--- config.mk ---
export PLATFORM = sky130hd
export DESIGN_NAME = fetch_unit_flat
export DESIGN_NICKNAME = d
export VERILOG_FILES = /design/src/rtl/fetch_unit_pkg.sv /design/src/rtl/fetch_unit_if.sv /design/src/rtl/fetch_unit_fifo.sv /design/src/rtl/fetch_unit.sv /design/src/flat_wrapper.sv
export SDC_FILE = /design/constraint.sdc
export NUM_CORES = 1
export LEC_CHECK = 0
export BUFFER_PORTS_ARGS = -buffer_cell sky130_fd_sc_hd__buf_2
export CORE_MARGIN = 8
export CORE_UTILIZATION = 33
export DETAILED_ROUTE_END_ITERATION = 16
export HOLD_SLACK_MARGIN = 0.02
export SETUP_SLACK_MARGIN = 0.05
export SLEW_MARGIN = 10
export SYNTH_ARGS = -nofsm -noshare
export SYNTH_HDL_FRONTEND = slang
export SYNTH_SLANG_ARGS = --single-unit
--- constraint.sdc ---
create_clock -name clk_i -period 4.84 [get_ports clk_i]
set_input_delay 0.968 -clock clk_i [delete_from_list [all_inputs] [get_ports clk_i]]
set_output_delay 0.968 -clock clk_i [all_outputs]
set_load 0.01 [all_outputs]
--- src/rtl/fetch_unit_pkg.sv ---
// Shared instruction-set constants for the mini 16-bit core (fetch and decode).
package riscv_mini_pkg;

  localparam int          INSTR_W      = 16;
  localparam logic [15:0] RESET_PC_DEF = 16'h0000;

  // Major opcode field values, shared with decode
  localparam logic [2:0] OPC_R = 3'd0;
  localparam logic [2:0] OPC_I = 3'd1;
  localparam logic [2:0] OPC_L = 3'd2;
  localparam logic [2:0] OPC_S = 3'd3;
  localparam logic [2:0] OPC_B = 3'd4;
  localparam logic [2:0] OPC_J = 3'd5;

endpackage

--- src/rtl/fetch_unit_if.sv ---
// Fetch-stage bus bundle: instruction-memory request/response plus the decode handoff.
interface fetch_unit_if #(
  parameter int PC_W = 16
);
  logic                               imem_req_o;
  logic [PC_W-1:0]                    imem_addr_o;
  logic                               imem_gnt_i;
  logic                               imem_rvalid_i;
  logic [riscv_mini_pkg::INSTR_W-1:0] imem_rdata_i;
  logic                               instr_valid_o;
  logic                               instr_ready_i;
  logic [riscv_mini_pkg::INSTR_W-1:0] instr_o;
  logic [PC_W-1:0]                    pc_o;

  modport master (
    output imem_req_o, imem_addr_o, instr_valid_o, instr_o, pc_o,
    input  imem_gnt_i, imem_rvalid_i, imem_rdata_i, instr_ready_i
  );

  modport slave (
    input  imem_req_o, imem_addr_o, instr_valid_o, instr_o, pc_o,
    output imem_gnt_i, imem_rvalid_i, imem_rdata_i, instr_ready_i
  );
endinterface

--- src/rtl/fetch_unit_fifo.sv ---
// Generic synchronous FIFO with flush; head data reads as zero when empty.
module fetch_fifo #(
  parameter int W     = 32,
  parameter int DEPTH = 2
) (
  input  logic                       clk_i,
  input  logic                       rst_i,
  input  logic                       flush_i,
  input  logic                       push_i,
  input  logic [W-1:0]               wdata_i,
  input  logic                       pop_i,
  output logic [W-1:0]               rdata_o,
  output logic [$clog2(DEPTH+1)-1:0] count_o,
  output logic                       full_o,
  output logic                       empty_o
);
  localparam int AW = $clog2(DEPTH);
  localparam int CW = $clog2(DEPTH + 1);

  logic [W-1:0]  mem_q [DEPTH];
  logic [W-1:0]  mem_d [DEPTH];
  logic [AW-1:0] rd_q, rd_d, wr_q, wr_d;
  logic [CW-1:0] count_q, count_d;
  logic          push_ok, pop_ok;

  assign full_o  = (count_q == CW'(DEPTH));
  assign empty_o = (count_q == '0);
  assign count_o = count_q;
  assign rdata_o = empty_o ? '0 : mem_q[rd_q];

  always_comb begin
    pop_ok  = pop_i & ~empty_o;
    push_ok = push_i & (~full_o | pop_ok);
    mem_d   = mem_q;
    rd_d    = rd_q;
    wr_d    = wr_q;
    count_d = count_q;
    if (flush_i) begin
      rd_d    = '0;
      wr_d    = '0;
      count_d = '0;
    end else begin
      if (push_ok) begin
        mem_d[wr_q] = wdata_i;
        wr_d        = wr_q + AW'(1);
      end
      if (pop_ok) rd_d = rd_q + AW'(1);
      count_d = count_q + CW'(push_ok) - CW'(pop_ok);
    end
  end

  always_ff @(posedge clk_i or posedge rst_i) begin
    if (rst_i) begin
      for (int i = 0; i < DEPTH; i++) mem_q[i] <= '0;
      rd_q    <= '0;
      wr_q    <= '0;
      count_q <= '0;
    end else begin
      mem_q   <= mem_d;
      rd_q    <= rd_d;
      wr_q    <= wr_d;
      count_q <= count_d;
    end
  end
endmodule

--- src/rtl/fetch_unit.sv ---
// Instruction fetch stage: PC, credit-limited imem requests, in-order response buffer,
// and redirect flush with drop counting of responses still in flight.
module fetch_unit
  import riscv_mini_pkg::*;
#(
  parameter int              PC_W       = 16,
  parameter logic [PC_W-1:0] RESET_PC   = PC_W'(RESET_PC_DEF),
  parameter int              FIFO_DEPTH = 2,
  parameter int              MAX_OUTST  = 2
) (
  input  logic            clk_i,
  input  logic            rst_i,
  fetch_unit_if.master    bus,
  input  logic            redirect_i,
  input  logic [PC_W-1:0] redirect_pc_i
);
  localparam int OW = $clog2(MAX_OUTST + 1);
  localparam int FW = $clog2(FIFO_DEPTH + 1);
  localparam int SW = FW + 1;

  logic [PC_W-1:0] fetch_pc_q, fetch_pc_d;
  logic [OW-1:0]   outst_q, outst_d;
  logic [OW-1:0]   drop_q, drop_d;
  logic            req, hs, resp_drop, push, pop;
  logic [FW-1:0]   fifo_count, tag_count;
  logic            fifo_full, fifo_empty, tag_full, tag_empty;
  logic [PC_W-1:0] tag_pc;
  logic [INSTR_W+PC_W-1:0] head;

  // Credit rule: every request granted already owns a buffer slot for its response
  always_comb begin
    req = 1'b0;
    if (!rst_i && !redirect_i && (outst_q < OW'(MAX_OUTST)) &&
        ((SW'(fifo_count) + SW'(outst_q)) < SW'(FIFO_DEPTH)))
      req = 1'b1;
  end

  always_comb begin
    hs         = req & bus.imem_gnt_i;
    resp_drop  = bus.imem_rvalid_i & (drop_q != '0);
    push       = bus.imem_rvalid_i & ~resp_drop & ~redirect_i;
    pop        = ~fifo_empty & bus.instr_ready_i & ~redirect_i;
    outst_d    = outst_q + OW'(hs) - OW'(bus.imem_rvalid_i);
    drop_d     = drop_q - OW'(resp_drop);
    fetch_pc_d = fetch_pc_q;
    if (hs) fetch_pc_d = fetch_pc_q + PC_W'(2);
    if (redirect_i) begin
      drop_d     = outst_d;
      fetch_pc_d = redirect_pc_i & ~PC_W'(1);
    end
  end

  always_ff @(posedge clk_i or posedge rst_i) begin
    if (rst_i) begin
      fetch_pc_q <= RESET_PC;
      outst_q    <= '0;
      drop_q     <= '0;
    end else begin
      fetch_pc_q <= fetch_pc_d;
      outst_q    <= outst_d;
      drop_q     <= drop_d;
    end
  end

  fetch_fifo #(.W(INSTR_W + PC_W), .DEPTH(FIFO_DEPTH)) u_instr_fifo (
    .clk_i   (clk_i),
    .rst_i   (rst_i),
    .flush_i (redirect_i),
    .push_i  (push),
    .wdata_i ({bus.imem_rdata_i, tag_pc}),
    .pop_i   (pop),
    .rdata_o (head),
    .count_o (fifo_count),
    .full_o  (fifo_full),
    .empty_o (fifo_empty)
  );

  // Tag queue is never flushed: dropped responses still retire their tag in order
  fetch_fifo #(.W(PC_W), .DEPTH(FIFO_DEPTH)) u_tag_fifo (
    .clk_i   (clk_i),
    .rst_i   (rst_i),
    .flush_i (1'b0),
    .push_i  (hs),
    .wdata_i (fetch_pc_q),
    .pop_i   (bus.imem_rvalid_i),
    .rdata_o (tag_pc),
    .count_o (tag_count),
    .full_o  (tag_full),
    .empty_o (tag_empty)
  );

  assign bus.imem_req_o    = req;
  assign bus.imem_addr_o   = fetch_pc_q;
  assign bus.instr_valid_o = ~fifo_empty;
  assign bus.instr_o       = head[INSTR_W+PC_W-1:PC_W];
  assign bus.pc_o          = head[PC_W-1:0];

  a_no_push_full: assert property (@(posedge clk_i) disable iff (rst_i) push |-> !fifo_full);
  a_no_underflow: assert property (@(posedge clk_i) disable iff (rst_i)
                                   bus.imem_rvalid_i |-> (outst_q != '0) && !tag_empty);
  a_tag_room:     assert property (@(posedge clk_i) disable iff (rst_i) hs |-> !tag_full);
  a_tag_tracks:   assert property (@(posedge clk_i) disable iff (rst_i) tag_count == FW'(outst_q));
endmodule

--- src/flat_wrapper.sv ---
// flat-port wrapper written by rule: the top's interface ports become plain ports
module fetch_unit_flat import riscv_mini_pkg::*;
#(
  parameter int              PC_W       = 16,
  parameter logic [PC_W-1:0] RESET_PC   = PC_W'(RESET_PC_DEF),
  parameter int              FIFO_DEPTH = 2,
  parameter int              MAX_OUTST  = 2
)
  (clk_i, rst_i, redirect_i, redirect_pc_i, bus_imem_req_o, bus_imem_addr_o, bus_instr_valid_o, bus_instr_o, bus_pc_o, bus_imem_gnt_i, bus_imem_rvalid_i, bus_imem_rdata_i, bus_instr_ready_i);
  fetch_unit_if #(.PC_W(PC_W)) bus_i ();
  input  logic clk_i;
  input  logic rst_i;
  input  logic redirect_i;
  input  logic [PC_W-1:0] redirect_pc_i;
  output wire logic [$bits(bus_i.imem_req_o)-1:0] bus_imem_req_o;
  output wire logic [$bits(bus_i.imem_addr_o)-1:0] bus_imem_addr_o;
  output wire logic [$bits(bus_i.instr_valid_o)-1:0] bus_instr_valid_o;
  output wire logic [$bits(bus_i.instr_o)-1:0] bus_instr_o;
  output wire logic [$bits(bus_i.pc_o)-1:0] bus_pc_o;
  input wire logic [$bits(bus_i.imem_gnt_i)-1:0] bus_imem_gnt_i;
  input wire logic [$bits(bus_i.imem_rvalid_i)-1:0] bus_imem_rvalid_i;
  input wire logic [$bits(bus_i.imem_rdata_i)-1:0] bus_imem_rdata_i;
  input wire logic [$bits(bus_i.instr_ready_i)-1:0] bus_instr_ready_i;
  assign bus_imem_req_o = bus_i.imem_req_o;
  assign bus_imem_addr_o = bus_i.imem_addr_o;
  assign bus_instr_valid_o = bus_i.instr_valid_o;
  assign bus_instr_o = bus_i.instr_o;
  assign bus_pc_o = bus_i.pc_o;
  assign bus_i.imem_gnt_i = bus_imem_gnt_i;
  assign bus_i.imem_rvalid_i = bus_imem_rvalid_i;
  assign bus_i.imem_rdata_i = bus_imem_rdata_i;
  assign bus_i.instr_ready_i = bus_instr_ready_i;
  fetch_unit #(.PC_W(PC_W), .RESET_PC(RESET_PC), .FIFO_DEPTH(FIFO_DEPTH), .MAX_OUTST(MAX_OUTST)) u_core (.clk_i(clk_i), .rst_i(rst_i), .bus(bus_i), .redirect_i(redirect_i), .redirect_pc_i(redirect_pc_i));
endmodule
[Word level (Yosys, flattened, before mapping)]
Index checks and enable logic that the tools add are counted.
Storage, ports and cells
  bits in registers: 124
  output and inout bits: 50
  input port bits: 38
Operators by class
  eq/ne operators: 2
  multiplexer cells: 23
  add/sub/neg operators: 13
  bitwise logic cells: 22
  magnitude comparators: 8
  reductions and logical operators: 14
Operators by type and width (count)
  two-way mux 32 bit: 5
  two-way mux 16 bit: 7
  bitwise mux 64 bit: 1
  bitwise mux 32 bit: 1
  demux 32 bit (select 1 bit): 1
  adder 16 x 2 -> 16 bit, second input constant: 1
  demux 16 bit (select 1 bit): 1
  bitwise AND 1 bit: 10
  >= comparator 2 bit, second input constant: 4
  NOT 1 -> 2 bit: 4
  nonzero test 2 bit: 4
  subtractor 2 x 1 -> 2 bit: 4
  adder 2 x 1 -> 2 bit: 3
  NOT 1 bit: 6
  logical AND 1 bit: 5
  two-way mux 1 bit: 5
  adder 1 bit, second input constant: 4
  equality test 2 bit, second input constant: 2
  zero test 2 bit: 2
  less-than comparator 2 x 1 -> 1 bit, second input constant: 2
  two-way mux 2 bit: 2
  adder 2 x 2 -> 3 bit: 1
  less-than comparator 3 x 2 -> 1 bit, second input constant: 1
  zero test 1 bit: 2
  other kinds (3): 4

[Logic depth before layout (Yosys ltp)]
Gate-level depths: netlist (run 1).
  word-level depth: 10
  gate-level depth with buffers: 10

[Cells and area by module]
From an unflattened synthesis (run 1), not the netlist that was laid out.
Second synthesis, totals
  cell total of the unflattened synthesis: 482
  area total of the unflattened synthesis: 6054.6 um2
By module, submodules not included
  fetch_fifo at u_core.u_instr_fifo: cells an instance 232, times used 1, area an instance 3206.8 um2
  fetch_fifo at u_core.u_tag_fifo: cells an instance 128, times used 1, area an instance 1705.4 um2
  fetch_unit: cells an instance 122, times used 1, area an instance 1142.3 um2

[Worst setup path before layout (run 1)]
OpenSTA, ideal clock, no wires.
  path type: reg2out
  start: reg u_core.u_instr_fifo.count_q[0], in the netlist u_core.u_instr_fifo.count_o[0]
  end: out bus_imem_req_o
  slack: 2.010 ns
  data arrival time: 1.862 ns
  stages on the path, launching flop included: 5
  path buffers: 0
  path through: dfrtp_1 -> and2_1 -> fa_1 -> or4_1 -> nor2_1
On the way
  longest elaborated chain between the ends: 4
RTL lines
  from (decl): RTL line fetch_unit_fifo.sv:23  | logic [CW-1:0] count_q, count_d;
  from (signal assigned): RTL line fetch_unit_fifo.sv:62  | count_q <= count_d;
  adder 2 x 2 -> 3 bit: RTL line fetch_unit.sv:34  | ((SW'(fifo_count) + SW'(outst_q)) < SW'(FIFO_DEPTH)))
  less-than comparator 3 x 2 -> 1 bit: RTL line fetch_unit.sv:34
  logical AND 1 bit: RTL line fetch_unit.sv:33  | if (!rst_i && !redirect_i && (outst_q < OW'(MAX_OUTST)) &&
  two-way mux 1 bit: RTL line fetch_unit.sv:33
  to (decl): RTL line flat_wrapper.sv:15  | output wire logic [$bits(bus_i.imem_req_o)-1:0] bus_imem_req_o;
Every way passes these cells.

[Worst setup path in the final report (run 1)]
Same ends and word-level chain as after synthesis.

==> results of run 1 <==
## critical path: cells and delay by family, from the launching register on
kind	cells	cell delay, ps
buffers and inverters	1	140
AND/OR/NAND/NOR	3	1000
flip-flops	1	420
adder cells (fa/ha/maj)	1	530
## how the worst max path moves through the flow
stage,to,startpoint,cells after the start,slack [ps]
2_1_floorplan,u_core.bus.imem_addr_o[10],rst_i,1,660
3_3_place_gp,u_core.u_instr_fifo.mem_q[35],redirect_i,5,1260
3_5_place_dp,u_core.u_instr_fifo.mem_q[52],redirect_i,5,1200
4_1_cts,bus_imem_req_o,u_core.u_instr_fifo.count_o[0],5,1340
5_1_grt,bus_imem_req_o,u_core.u_instr_fifo.count_o[0],5,1240
6_report,bus_imem_req_o,u_core.u_instr_fifo.count_o[0],5,1370
## area by class of cell
cell class / instances / area [um2] / area share
clock buffer: 18 / 439 / 0.0627
clock inverter: 13 / 178 / 0.0254
inverter: 14 / 55.1 / 0.00786
multi-input combinational: 307 / 2570 / 0.366
sequential: 121 / 3030 / 0.432
tap: 225 / 282 / 0.0402
timing repair buffer: 89 / 455 / 0.0650
## per-layer routing
layer  track usage  wire (um)
met5             0          0
met4        0.0454        135
met3        0.0453        826
met2         0.191       5770
met1         0.161       6090
## logic make-up (layout without fill, tap and decap cells)
| group | Yosys count | count (layout) |
|---|---|---|
| compound gates | 31 | 31 |
| xor+xnor | 10 | 10 |
| fa+ha+maj | 9 | 9 |
| buf+inv | 41 | 134 |
| flops | 121 | 121 |
| mux | 140 | 140 |
| other cells | 1 | 1 |
| simple gates | 116 | 116 |
## registers in the layout, summed over array words and instances, names as in the netlist
signal	count
u_core.u_instr_fifo.mem_q	64
u_core.u_instr_fifo.wr_q	1
u_core.bus.imem_addr_o	15
u_core.u_tag_fifo.rd_q	1
u_core.u_tag_fifo.count_o	2
u_core.u_instr_fifo.count_o	2
u_core.u_instr_fifo.rd_q	1
u_core.drop_q	2
u_core.u_tag_fifo.wr_q	1
u_core.u_tag_fifo.mem_q	30
u_core.outst_q	2
## through the flow
stage | hold slack (ps) | utilization | instances | worst slack, ps | power, W
finish | 481 | 0.406 | 787 | 1370 | 0.00395
global route | 500 | 0.406 | 787 | 1240 | 0.00422
CTS | 489 | 0.406 | 787 | 1340 | 0.00401
detailed placement | 471 | 0.371 | 756 | 1200 | 0.00267
global placement | 471 | 0.371 | 756 | 1260 | 0.00261
floorplan | 453 | - | 469 | 658 | 0.00238
## layout by cell type, fill, tap and decap left out, types with 6 or more instances in the layout
| cell | instances |
|---|---|
| xnor2_1 | 7 |
| dfrtp_1 | 120 |
| mux2_4 | 10 |
| clkbuf_16 | 17 |
| buf_2 | 85 |
| o311ai_0 | 10 |
| mux2i_1 | 48 |
| ha_1 | 8 |
| o211ai_1 | 6 |
| nand3_1 | 9 |
| mux2_2 | 82 |
| nor2_1 | 56 |
| inv_1 | 13 |
| nand2_1 | 23 |
## power groups by stage
stage                     Sequential (W)  Clock, W  Combinational (W)
after floorplan                  0.00155         0           0.000836
after global placement           0.00164         0           0.000966
after detailed placement         0.00167         0            0.00100
after CTS                        0.00165   0.00135            0.00101
after global routing             0.00171   0.00139            0.00111
final                            0.00165   0.00131           0.000986
==> impl_metrics.ini, run 1 <==
[worst_setup_path]
crit_arrival_ps = 2510
cp_slowest_cell = or4_1
crit_type = flip-flop to primary output
slowest_delay_ps = 690
r2r_start = u_core.u_instr_fifo.count_o[0]
crit_required_ps = 3870
startpoint_type = flip-flop
crit_path_max_fanout = 6
crit_chain = and2_1 -> fa_1 -> or4_1 -> nor2_1 -> buf_2
r2r_cells = 6
endpoint_kind = primary output
r2r_slack_ps = 1700
r2r_end = u_core.u_tag_fifo.mem_q[21]

[pwr]
power_frac_clock = 0.332
ir_worst_vdd_mv = 0.290
power_density_mw_per_mm2 = 564
p_sw_w = 0.00116
seq_power_share = 0.418
p_int_w = 0.00279
switching_share = 0.294
combPwrFrac = 0.249
leakage_nw = 3.36

[logic_synthesis]
synth_edf_count = 0
synth_top_cell_by_area = dfrtp_1
yosysWarnings = 0
async_reset_ff_frac = 1.00
synth-main-ff-cell = dfrtp_1
synthAdderAreaFrac = 0.0208
synth_top_family_by_area = multiplexers
yosys-top-cells-area = dfrtp_1 (52%), mux2_2 (16%), mux2i_1 (8.3%)
synth.top_cell.area_share = 0.524
syn_area_mm2 = 0.00578
muxShareOfSynthArea = 0.269
synth.net_count = 516
ys_seq_area_frac = 0.524
synth_compound_area_frac = 0.0435
ys_top_cells_by_count = dfrtp_1 (121), mux2_2 (82), nor2_1 (57), mux2i_1 (48), nand2_1 (23)
synth_xor_area_frac = 0.0152
yosysUniqueCellTypes = 46
synth_cells = 469
yosys.area_share.simple = 0.0936
avgSynthCellArea_um2 = 12.3
synth-seq-cells = 121
synth.most_common_cell = dfrtp_1

[floorplanning]
fp.coreArea_mm2 = 0.0172
die_w_um = 148
dieArea_mm2 = 0.0220
io_pins = 88
die_h_um = 148
initial_core_util = 0.335
fp-row-count = 48

[detailed_routing]
wl_mm = 12.8
firstDrtPassIters = 5
wl_per_cell_um = 16.3
drt_iter0_drc = 187
drc = 0
dr_total_vias = 3858
viasPerCell = 4.90
drtAntennaViolNets = 0

[cells_and_area]
fillerInstances = 1660
diodes = 0
nets = 597
final_layout_size_suffix_gt1_frac = 0.393
area_growth_pct = 21.3
design_area_mm2 = 0.00701

[global_route]
grt_pass1_wl_mm = 21.8
track_usage = 0.125
first_global_vias = 4235
grt_max_degree = 59
grt.overflow.total = 0
antenna_found_initial = 0

[timing]
tightest_slew_ps = 1110
max_freq_ghz = 0.288
rsz0062_at_grt = false
fin_crit_sh = 0.718
timing.final.setup_violations = 0
maxSlewViolCount = 0
max_slew_margin = 0.258
finalClockSkew_ps = 5.71
hold_viol_final = 0
fin_crit_ps = 3470
setup_tns_ps = 0

[cts]
cts_buffer_depth = 2
insertion_delay_ps = 410
cts_buffers = 17
root_buffer = clkbuf_16
cts.htree.levels = 4
cts_hold_buffers = 0
tritoncts = done
post_cts.repair.setup_buffers = 0
clock_sink_count = 121
postCtsResizedCells = 0
clk_pin_slew_worst_paths_ps = 60

[placement]
place.gp.congestion = 0.771
hpwl_mm = 8.81
placed_area_mm2 = 0.00639
portBuffers = 85

[status]
status = finished, final reports clean

[hold_path]
min_to = u_core.u_instr_fifo.mem_q[0]
min_path_cells = 1
hp-start = u_core.u_instr_fifo.mem_q[0]
min_path_type = flip-flop to flip-flop

[run]
maxCapViolations = 0
Note: power is estimated with default switching activity, not from simulation.
==> run 2, diff against run 1 <==
==> constraint.sdc (replaced) <==
create_clock -name clk_i -period 3.2 [get_ports clk_i]
set_input_delay 0.64 -clock clk_i [delete_from_list [all_inputs] [get_ports clk_i]]
set_output_delay 0.64 -clock clk_i [all_outputs]
set_load 0.01 [all_outputs]
==> impl_metrics.ini, run 2 (synthesis gave the netlist of run 1 again) <==
[status]
status = finished, final reports clean

[worst_setup_path]
startpoint_type = flip-flop
r2r_slack_ps = 480
crit_path_max_fanout = 6
crit_required_ps = 2560
r2r_start = u_core.u_instr_fifo.count_o[0]
endpoint_kind = primary output
r2r_end = u_core.drop_q[1]
r2r_cells = 11
crit_arrival_ps = 2390
crit_type = flip-flop to primary output

[timing]
max_slew_margin = 0.398
timing.final.setup_violations = 0
rsz0062_at_grt = false
max_freq_ghz = 0.329
setup_tns_ps = 0
tightest_slew_ps = 903
holdWs_ps = 424
fin_crit_ps = 3030
fin_crit_sh = 0.948
finalClockSkew_ps = 8.00
maxSlewViolCount = 0
hold_viol_final = 0
setup_ws_ps = 165

[floorplanning]
initial_core_util = 0.335
fp-row-count = 48
die_h_um = 148
io_pins = 88
dieArea_mm2 = 0.0220
die_w_um = 148
fp.coreArea_mm2 = 0.0172

[cts]
clock_sink_count = 121
insertion_delay_ps = 400
root_buffer = clkbuf_16
post_cts.repair.setup_buffers = 0
tritoncts = done
cts.htree.levels = 4
clk_pin_slew_worst_paths_ps = 50
cts_buffers = 17
cts_buffer_depth = 2

[detailed_routing]
viasPerCell = 4.91
wl_met3_um = 632
firstDrtPassIters = 4
drtAntennaViolNets = 0
dr_total_vias = 3912
wl_per_cell_um = 16.3
drc = 0
m1WireLength_mm = 6.32
drt_iter0_drc = 125
route.top_layer_used = met4
wl_met2_mm = 5.95
wl_mm = 13.0

[global_route]
track_usage = 0.125
grt_max_degree = 47
grt_pass1_wl_mm = 22.0
antenna_found_initial = 0
first_global_vias = 4268
grt.overflow.total = 0

[pwr]
p_sw_w = 0.00175
switching_share = 0.294
power_frac_clock = 0.318
combPwrFrac = 0.264
p_total_w = 0.00594
leakage_nw = 3.42
p_int_w = 0.00419
seq_power_share = 0.418
power_density_mw_per_mm2 = 838
ir_worst_vdd_mv = 0.415

[cells_and_area]
largest-register = u_core.u_instr_fifo.mem_q
largest_reg_flops = 64
multi_input_area_mm2 = 0.00257
final_layout_size_suffix_gt1_frac = 0.399
nets = 605
register_area_mm2 = 0.00303
diodes = 0
final_common_cell = dfrtp_1
area_growth_pct = 22.7
fillerInstances = 1685
mostFrequentLayoutCells = dfrtp_1 (120), buf_2 (85), mux2_2 (82), nor2_1 (56), mux2i_1 (48)
design_area_mm2 = 0.00709

[placement]
portBuffers = 85
dp_slack_ps = 486
placed_area_mm2 = 0.00649
place.gp.congestion = 0.798
hpwl_mm = 9.10

[run]
maxCapViolations = 0

[hold_path]
min_path_type = input pin to asynchronous set/reset pin
-- run 2: cell count changes in the layout (fill, tap and decap cells not counted) --
cell | before | now
clkbuf_1 | 0 | 3
buf_12 | 0 | 3
clkinvlp_4 | 5 | 1
buf_4 | 4 | 9
clkbuf_8 | 1 | 5
or4_4 | 0 | 1
bufinv_16 | 4 | 2
clkinv_4 | 0 | 1
or4_1 | 2 | 1
inv_4 | 1 | 0
-- run 2: final cells by class --
type | count | share of cell area
clock inverters | 7 | 0.0125
well taps | 225 | 0.0397
flip-flops and latches | 121 | 0.428
clock buffers | 25 | 0.0713
inverters | 14 | 0.00795
repair buffers | 97 | 0.0781
multi-input cells | 307 | 0.363
-- run 2: worst max-delay path by stage --
stage / endpoint / from
CTS: bus_imem_req_o / u_core.u_instr_fifo.count_o[0]
global route: bus_imem_req_o / u_core.u_instr_fifo.count_o[0]
floorplan: u_core.u_tag_fifo.mem_q[17] / u_core.u_instr_fifo.count_o[0]
finish: bus_imem_req_o / u_core.u_instr_fifo.count_o[0]
global placement: bus_imem_req_o / u_core.u_instr_fifo.count_o[0]
detailed placement: bus_imem_req_o / u_core.u_instr_fifo.count_o[0]
-- run 2: routing by layer --
metal  up-vias  track usage
li1       1837            -
met1      1971        0.166
met2        97        0.191
met3         7       0.0377
met4         0       0.0382
met5         -            0
-- run 2: worst max-delay path: stages (launching register included) --
cell and delay (ps):
dfrtp_1 420, and2_1 170, fa_1 540, or4_4 620, nor2_1 110, buf_2 140
-- run 2: power by group through the flow --
stage / Combinational, W / Sequential [W] / Clock (W)
floorplan: 0.00126 / 0.00234 / 0
detailed placement: 0.00160 / 0.00251 / 0
global route: 0.00175 / 0.00257 / 0.00202
CTS: 0.00161 / 0.00249 / 0.00193
global placement: 0.00153 / 0.00246 / 0
finish: 0.00156 / 0.00248 / 0.00189
-- run 2: what timing repair did --
action | in CTS | in global routing
setup endpoints to repair | 1 | 0
resized for setup | 1 | 0
hold buffers | 0 | 0
-- run 2: per-stage QoR --
stage / utilization / cells
CTS: 0.411 / 796
floorplan: - / 469
global placement: 0.376 / 764
global route: 0.411 / 796
finish: 0.411 / 796
detailed placement: 0.376 / 764
==> run 3, diff against run 2 <==
--- a/config.mk
+++ b/config.mk
@@ -6,7 +6,7 @@
 export NUM_CORES = 1
 export LEC_CHECK = 0
 export BUFFER_PORTS_ARGS = -buffer_cell sky130_fd_sc_hd__buf_2
-export CORE_MARGIN = 8
+export CORE_MARGIN = 3
 export CORE_UTILIZATION = 33
 export DETAILED_ROUTE_END_ITERATION = 16
 export HOLD_SLACK_MARGIN = 0.02
==> impl_metrics.ini, run 3 (synthesis gave the netlist of run 1 again) <==
[floorplanning]
die_w_um = 138
io_pins = 88
fp-row-count = 47
initial_core_util = 0.342
dieArea_mm2 = 0.0191
die_h_um = 138
fp.coreArea_mm2 = 0.0169

[detailed_routing]
route.top_layer_used = met4
dr_total_vias = 3929
drtAntennaViolNets = 0
m1WireLength_mm = 6.10
wl_per_cell_um = 15.9
viasPerCell = 4.94
wl_mm = 12.7
wl_met3_um = 554
firstDrtPassIters = 4
drt_iter0_drc = 194
wl_met2_mm = 5.83
drc = 0

[global_route]
antenna_found_initial = 0
grt_max_degree = 40
first_global_vias = 4139
grt.overflow.total = 0
track_usage = 0.139
grt_pass1_wl_mm = 21.5

[cts]
postCtsResizedCells = 0
post_cts.repair.setup_buffers = 0
root_buffer = clkbuf_16
cts_hold_buffers = 0
cts.htree.levels = 4
insertion_delay_ps = 410
cts_buffer_depth = 2
clk_pin_slew_worst_paths_ps = 50
clock_sink_count = 121
cts_buffers = 17
tritoncts = done

[worst_setup_path]
startpoint_type = flip-flop
crit_path_max_fanout = 6
crit_required_ps = 2560
slowest_delay_ps = 620
cp_slowest_cell = or4_4
r2r_end = u_core.u_tag_fifo.count_o[1]
r2r_start = u_core.u_instr_fifo.count_o[0]
crit_arrival_ps = 2420
crit_chain = and2_1 -> fa_1 -> or4_4 -> nor2_1 -> buf_2
crit_type = flip-flop to primary output
endpoint_kind = primary output
r2r_slack_ps = 570
r2r_cells = 9

[timing]
max_slew_margin = 0.393
max_freq_ghz = 0.327
finalClockSkew_ps = 7.56
setup_ws_ps = 143
tightest_slew_ps = 910
fin_crit_sh = 0.955
setup_tns_ps = 0
hold_viol_final = 0
rsz0062_at_grt = false
fin_crit_ps = 3060
timing.final.setup_violations = 0
maxSlewViolCount = 0

[placement]
hpwl_mm = 8.72
dp_slack_ps = 505
placed_area_mm2 = 0.00649
place.gp.congestion = 0.829
dp.cells = 764
portBuffers = 85

[cells_and_area]
final_cells = 796
final_common_cell = dfrtp_1
diodes = 0
largest-register = u_core.u_instr_fifo.mem_q
design_area_mm2 = 0.00712
largest_reg_flops = 64
final_layout_size_suffix_gt1_frac = 0.405
fillerInstances = 1604
mostFrequentLayoutCells = dfrtp_1 (120), buf_2 (85), mux2_2 (82), nor2_1 (56), mux2i_1 (48)
area_growth_pct = 23.2
nets = 610

[status]
status = finished, final reports clean

[pwr]
ir_worst_vdd_mv = 0.438
power_density_mw_per_mm2 = 844
leakage_nw = 3.44

[run]
maxCapViolations = 0

[hold_path]
min_path_type = input pin to asynchronous set/reset pin
-- run 3: cell count changes in the layout (fill, tap and decap cells not counted), sizes merged --
cell / delta
buf: +5
bufinv: +1
clkinv: -2
clkinvlp: +1
-- run 3: per-stage QoR --
stage / hold slack, ps / power (W) / util
2_1_floorplan: 453 / 0.00360 / -
3_3_place_gp: 469 / 0.00398 / 0.385
3_5_place_dp: 479 / 0.00409 / 0.385
4_1_cts: 330 / 0.00608 / 0.421
5_1_grt: 376 / 0.00639 / 0.422
6_report: 340 / 0.00600 / 0.422
-- run 3: how the worst max path moves through the flow --
| stage | start | endpoint | depth (start not counted) |
|---|---|---|---|
| 6_report | u_core.u_instr_fifo.count_o[0] | bus_imem_req_o | 5 |
| 3_5_place_dp | u_core.u_instr_fifo.count_o[0] | bus_imem_req_o | 5 |
| 4_1_cts | u_core.u_instr_fifo.count_o[0] | bus_imem_req_o | 5 |
| 3_3_place_gp | u_core.u_instr_fifo.count_o[0] | bus_imem_req_o | 5 |
| 5_1_grt | u_core.u_instr_fifo.count_o[0] | bus_imem_req_o | 5 |
| 2_1_floorplan | u_core.u_instr_fifo.count_o[0] | u_core.u_tag_fifo.mem_q[17] | 7 |
-- run 3: critical path: cells and delay by family (launching register included) --
family                     cells  cell delay [ps]
and+or+nand+nor                3              910
adders and majority gates      1              540
buffers and inverters          1              130
DFF                            1              430
-- run 3: layout make-up --
type | instances | area, um2 | area share
well taps | 220 | 275 | 0.0387
inverters | 14 | 56.3 | 0.00791
repair buffers | 102 | 566 | 0.0795
clock buffers | 25 | 505 | 0.0710
flip-flops and latches | 121 | 3030 | 0.426
multi-input cells | 307 | 2570 | 0.361
clock inverters | 7 | 113 | 0.0158
-- run 3: layer usage --
| layer | GRT usage | up-vias |
|---|---|---|
| met5 | 0 | - |
| met4 | 0.0452 | 0 |
| met3 | 0.0411 | 19 |
| met2 | 0.218 | 104 |
| met1 | 0.186 | 1956 |
| li1 | - | 1850 |
-- run 3: report_power, final --
part | leakage, nW | internal [W] | switching (W)
combinational | 1.56 | 0.000864 | 0.000679
sequential | 1.57 | 0.00208 | 0.000409
clock | 0.303 | 0.00132 | 0.000648
